## src/rtl/swc_page_bitmap_alloc.sv

```systemverilog
// rtl/swc_page_bitmap_alloc.sv - free-page bitmap allocator with per-page use counts
// Lowest-free-page selection comes from swc_prio_encoder, registered into enc_q every cycle.

module swc_prio_encoder #(
  parameter int g_num_inputs  = 36,
  parameter int g_output_bits = 6
) (
  input  logic [g_num_inputs-1:0]  in_i,
  output logic [g_output_bits-1:0] out_o
);

  // Scan from the top so the last hit is the lowest set bit.
  always_comb begin
    out_o = '0;
    for (int i = g_num_inputs - 1; i >= 0; i--) begin
      if (in_i[i]) out_o = g_output_bits'(i);
    end
  end

endmodule

module swc_page_bitmap_alloc #(
  parameter int g_num_pages      = 36,
  parameter int g_page_addr_bits = 6,
  parameter int g_usecnt_bits    = 4
) (
  input  logic                        clk_i,
  input  logic                        rst_i,
  input  logic                        alloc_i,
  input  logic [g_usecnt_bits-1:0]    usecnt_i,
  input  logic                        free_i,
  input  logic [g_page_addr_bits-1:0] free_pgaddr_i,
  output logic                        done_o,
  output logic [g_page_addr_bits-1:0] pgaddr_o,
  output logic                        nomem_o,
  output logic                        double_free_o,
  output logic [g_page_addr_bits:0]   free_count_o,
  output logic                        idle_o
);

  localparam logic [g_page_addr_bits:0] NUM_PAGES_W = (g_page_addr_bits + 1)'(g_num_pages);
  localparam logic [g_usecnt_bits-1:0]  CNT_ONE     = g_usecnt_bits'(1);

  typedef enum logic [1:0] {
    IDLE  = 2'd0,
    ALLOC = 2'd1,
    FREE  = 2'd2,
    DONE  = 2'd3
  } state_t;

  state_t state_q, state_d;

  logic [g_num_pages-1:0]      bitmap;
  logic [g_usecnt_bits-1:0]    usecnt [g_num_pages];
  logic [g_page_addr_bits-1:0] enc_d, enc_q;
  logic [g_page_addr_bits-1:0] pgaddr_q;
  logic [g_page_addr_bits:0]   free_count_q;
  logic                        nomem_q, dfree_q;
  logic                        addr_ok;
  logic [g_usecnt_bits-1:0]    cur_cnt;
  logic [g_usecnt_bits-1:0]    init_cnt;

  swc_prio_encoder #(
    .g_num_inputs  (g_num_pages),
    .g_output_bits (g_page_addr_bits)
  ) u_enc (
    .in_i  (bitmap),
    .out_o (enc_d)
  );

  // Out-of-range release addresses read as count 0 so they fall into the double-free path.
  always_comb begin
    addr_ok  = ({1'b0, free_pgaddr_i} < NUM_PAGES_W);
    cur_cnt  = addr_ok ? usecnt[free_pgaddr_i] : '0;
    init_cnt = (usecnt_i == '0) ? CNT_ONE : usecnt_i;
  end

  always_ff @(posedge clk_i or posedge rst_i) begin
    if (rst_i) state_q <= IDLE;
    else       state_q <= state_d;
  end

  always_comb begin
    state_d = state_q;
    case (state_q)
      IDLE: begin
        if (alloc_i)     state_d = ALLOC;
        else if (free_i) state_d = FREE;
      end
      ALLOC:   state_d = DONE;
      FREE:    state_d = DONE;
      DONE:    state_d = IDLE;
      default: state_d = IDLE;
    endcase
  end

  always_ff @(posedge clk_i or posedge rst_i) begin
    if (rst_i) begin
      bitmap       <= '1;
      for (int i = 0; i < g_num_pages; i++) usecnt[i] <= '0;
      enc_q        <= '0;
      pgaddr_q     <= '0;
      free_count_q <= NUM_PAGES_W;
      nomem_q      <= 1'b0;
      dfree_q      <= 1'b0;
    end else begin
      enc_q <= enc_d;
      case (state_q)
        ALLOC: begin
          if (free_count_q == '0) begin
            nomem_q <= 1'b1;
          end else begin
            bitmap[enc_q] <= 1'b0;
            usecnt[enc_q] <= init_cnt;
            pgaddr_q      <= enc_q;
            free_count_q  <= free_count_q - 1'b1;
          end
        end
        FREE: begin
          if (cur_cnt == '0) begin
            dfree_q <= 1'b1;
          end else if (cur_cnt > CNT_ONE) begin
            usecnt[free_pgaddr_i] <= cur_cnt - CNT_ONE;
          end else begin
            usecnt[free_pgaddr_i] <= '0;
            bitmap[free_pgaddr_i] <= 1'b1;
            free_count_q          <= free_count_q + 1'b1;
          end
        end
        DONE: begin
          nomem_q <= 1'b0;
          dfree_q <= 1'b0;
        end
        default: ;
      endcase
    end
  end

  assign done_o        = (state_q == DONE);
  assign idle_o        = (state_q == IDLE);
  assign pgaddr_o      = pgaddr_q;
  assign nomem_o       = nomem_q;
  assign double_free_o = dfree_q;
  assign free_count_o  = free_count_q;

endmodule
```

## config.mk

```make
export PLATFORM = sky130hd
export DESIGN_NAME = swc_page_bitmap_alloc
export DESIGN_NICKNAME = d
export VERILOG_FILES = /design/src/rtl/swc_page_bitmap_alloc.sv
export SDC_FILE = /design/constraint.sdc
export NUM_CORES = 1
export LEC_CHECK = 0
export BUFFER_PORTS_ARGS = -buffer_cell sky130_fd_sc_hd__buf_4
export CAP_MARGIN = 10
export CELL_PAD_IN_SITES_DETAIL_PLACEMENT = 1
export CELL_PAD_IN_SITES_GLOBAL_PLACEMENT = 1
export CORE_UTILIZATION = 40
export CTS_BUF_LIST = sky130_fd_sc_hd__clkbuf_16
export DETAILED_ROUTE_END_ITERATION = 7
export PLACE_DENSITY = 0.65
export REMOVE_ABC_BUFFERS = 1
export SYNTH_ARGS = -nofsm -noshare
export SYNTH_HDL_FRONTEND = slang
export SYNTH_SLANG_ARGS = --single-unit
```

## constraint.sdc

```tcl
create_clock -name clk_i -period 8.7 [get_ports clk_i]
set_clock_uncertainty 0.05 [all_clocks]
set_input_delay 1.305 -clock clk_i [delete_from_list [all_inputs] [get_ports clk_i]]
set_output_delay 1.305 -clock clk_i [all_outputs]
set_load 0.1 [all_outputs]
```

==> metrics.txt <==
Slew @ Worst Pin 1256 ps; DR iter-0 viols 1093; clk sinks 203; GRT met1 Usage 0.4563; final setup fails 0; maximum clock path buffer count 3; drt pass-1 iters 7; outcome completed; Critical Path AT 6590 ps; Peak Freq 160.7 MHz; Peak supply drop 200.6 uV; CTS tree done; CP Cell Sequence buf_4, clkinv_1, a221o_1, a22oi_1, o22ai_1, nor4_4, ha_1, nor2_1, and4b_1, buf_4, nor2_2, nand2_1, o21ai_0, a22o_1; crit start category input pin; Synth Area in XOR/XNOR 0.004119; Synth area leader dfrtp_1; port bufs 30; antenna violations before repair 0; DRT Wirelength 54.49 mm; antenna cell count 0; FP Rows 65; Hold Crit Class flop to flop; logic gate share of total power 0.508; GRT busiest layer met2; CP bufs+invs 3; crit-path max cell delay 840 ps; M2 GR Usage 0.5175; CP most frequent cell buf_4; Synth Area in Adders 0.01334; GP Congestion 0.9291; overflow left after global routing 0; Post-CTS Setup Inserts 0; htree depth 1; Yosys Warn Count 0; main combinational cell family by area after synthesis compound AO/OA/AOI/OAI gates; top post-synthesis cells by area dfrtp_1 (32%), dfstp_2 (7.8%), o21ai_0 (6.9%), nand2_1 (6.6%), a22o_1 (5.6%); vias in the first global route 12.53k; EDFF count, synth 0; post-DP HPWL 38.22 mm; DR vias/cell 6.665; initial core utilization 0.4054; CORE AREA 31470 sq um; Netlist Area Pre-Place 12760 sq um; Pwr Density 389.9 nW/um^2; total negative slack 0 ps; Die X 180.6 um; final hold vios 0; compound-gate portion of the synthesized area 0.2707; Final Util 0.4448; # IOs 31; clock power share 0.202; WL per Instance 29.09 um; Mapped Cells 1484; WHS 437.4 ps; first-pass GRT wire length 82.12 mm; Cell variety after synth 73; layout cells sized above 1 0.1210; Clock transition at path regs 60 ps; largest net degree at the start of global routing 138; Post-synth ARST share 1.000; P_int 2.794 mW; post-synthesis register bit count 203; clk_lat worst skew 540 ps; WS Path Type input pin to flop; Remaining DRCs 0; Rel. slew slack 0.1611; CP max FO 44; NetSw 2.665 mW; Critical Path End Type flop; switching part of the total power 0.4882; Seq/Total Area, Yosys 0.4019; synthesized-area fraction occupied by and/or/nand/nor cells 0.1768; vias 12.48k; fin. max-slew vios 0; leakage 5.482 nW; Crit path max-delay family simple AND/OR/NAND/NOR gates; P&R area growth vs syn 9.729%; Max-cap violations 0; syn avg cell area 8.597 sq um; GR Layer Usage met3 0.04689; Final min period 6223 ps; die area 32610 sq um; placed cell area 13170 sq um; share of power burned in registers 0.291; antenna viol nets, final 0; RSZ-0062 raised after global routing no; Global Route Usage Sum 0.3346; total power draw 5.459 mW; top-area cell type share of the netlist area 0.3236; # hold bufs at CTS 0; fin crit share 0.7153; Final Instance Area 14000 sq um; TritonCTS buffer count 25; proportion of synthesized area in mux cells 0.08620; slowest CP cell nand2_1; Die Y 180.6 um; Synth Flop Type dfrtp_1; Root Buffer clkbuf_16; CTS-repair resized insts 0; Final #Nets 1481; CP required 9070 ps
## metrics by stage
stage | setup slack, ps | std cells
2_1_floorplan | 1478 | 1379
3_3_place_gp | 2299 | 1829
3_5_place_dp | 2089 | 1829
4_1_cts | 2634 | 1873
5_1_grt | 2153 | 1873
6_report | 2477 | 1873
## power by group through the flow
stage / clock [mW] / combinational, mW / sequential [mW]
floorplan: 0 / 1.64 / 1.70
global placement: 0 / 2.66 / 1.58
detailed placement: 0 / 2.72 / 1.58
CTS: 1.11 / 2.73 / 1.57
global route: 1.14 / 2.96 / 1.62
finish: 1.10 / 2.77 / 1.59
## registers in the layout, summed over array words and instances (netlist names)
name,cells
nomem_o,1
pgaddr_o,6
double_free_o,1
free_count_o,7
bitmap,36
usecnt,144
enc_q,6
state_q,2
## cell usage after synthesis, drive strengths merged, types with 7 or more instances
library cell / instances
a21oi: 91
a221o: 7
a221oi: 13
a22o: 82
a22oi: 36
a31oi: 19
a32oi: 9
and2: 15
and3: 9
buf: 43
clkbuf: 62
dfrtp: 165
dfstp: 38
ha: 12
inv: 27
mux2: 27
mux2i: 54
mux4: 11
nand2: 224
nand3: 29
nand3b: 8
nor2: 149
nor2b: 8
nor3: 14
nor4: 8
o21ai: 190
o221ai: 12
o22ai: 42
## worst paths after layout
kind	start	to	slack, ps	cells past startpoint
max in group asynchronous	rst_i	usecnt[27]	6110	3
max	free_pgaddr_i[0]	usecnt[93]	2480	14
min in group asynchronous	rst_i	usecnt[124]	940	2
min	usecnt[72]	usecnt[72]	440	2
max reg2reg	usecnt[24]	usecnt[93]	3660	13
min reg2reg	usecnt[72]	usecnt[72]	440	2
## kinds of logic (layout without fill, tap and decap cells)
kind of cell	count (synthesis)	after routing
buf+inv	133	120
simple gates	502	502
xor+xnor	6	6
mux	92	92
flops	203	203
fa+ha+maj	13	13
compound gates	535	535
## layout by cell type, fill, tap and decap left out, types with 11 or more instances in the layout
master and instances:
a21oi_1 86, a221oi_1 12, a22o_1 82, a22oi_1 36, a31oi_1 18, and2_1 14
buf_4 48, clkbuf_16 25, dfrtp_1 165, dfstp_2 38, ha_1 11, inv_1 33
mux2_2 23, mux2i_1 54, mux4_2 11, nand2_1 224, nand3_1 28, nor2_1 147
nor3_1 12, o21ai_0 175, o21ai_1 15, o221ai_1 12, o22ai_1 42
## layer usage
| layer | vias up | part of all wire |
|---|---|---|
| met1 | 6384 | 0.43 |
| li1 | 5401 | - |
| met3 | 157 | 0.063 |
| met5 | - | 0 |
| met4 | 0 | 0.060 |
| met2 | 541 | 0.44 |
## cell type report
cell class	instances	area [sq um]
well taps	402	503.0
repair buffers	48	360.3
multi-input cells	1148	7067
flip-flops and latches	203	5127
fillers	3667	17470
inverters	28	112.6
clock buffers	25	625.6
clock inverters	19	203.9
## worst reg2reg max path, delay by kind of cell, from the launching register on
kind                       cells  cell delay, ps
and+or+nand+nor                5            2160
AOI/OAI and AO/OA              5            1290
buffers and inverters          1             450
DFF                            1             420
muxes                          1             300
adders and majority gates      1             270
Power figures use the tool's default switching activity.
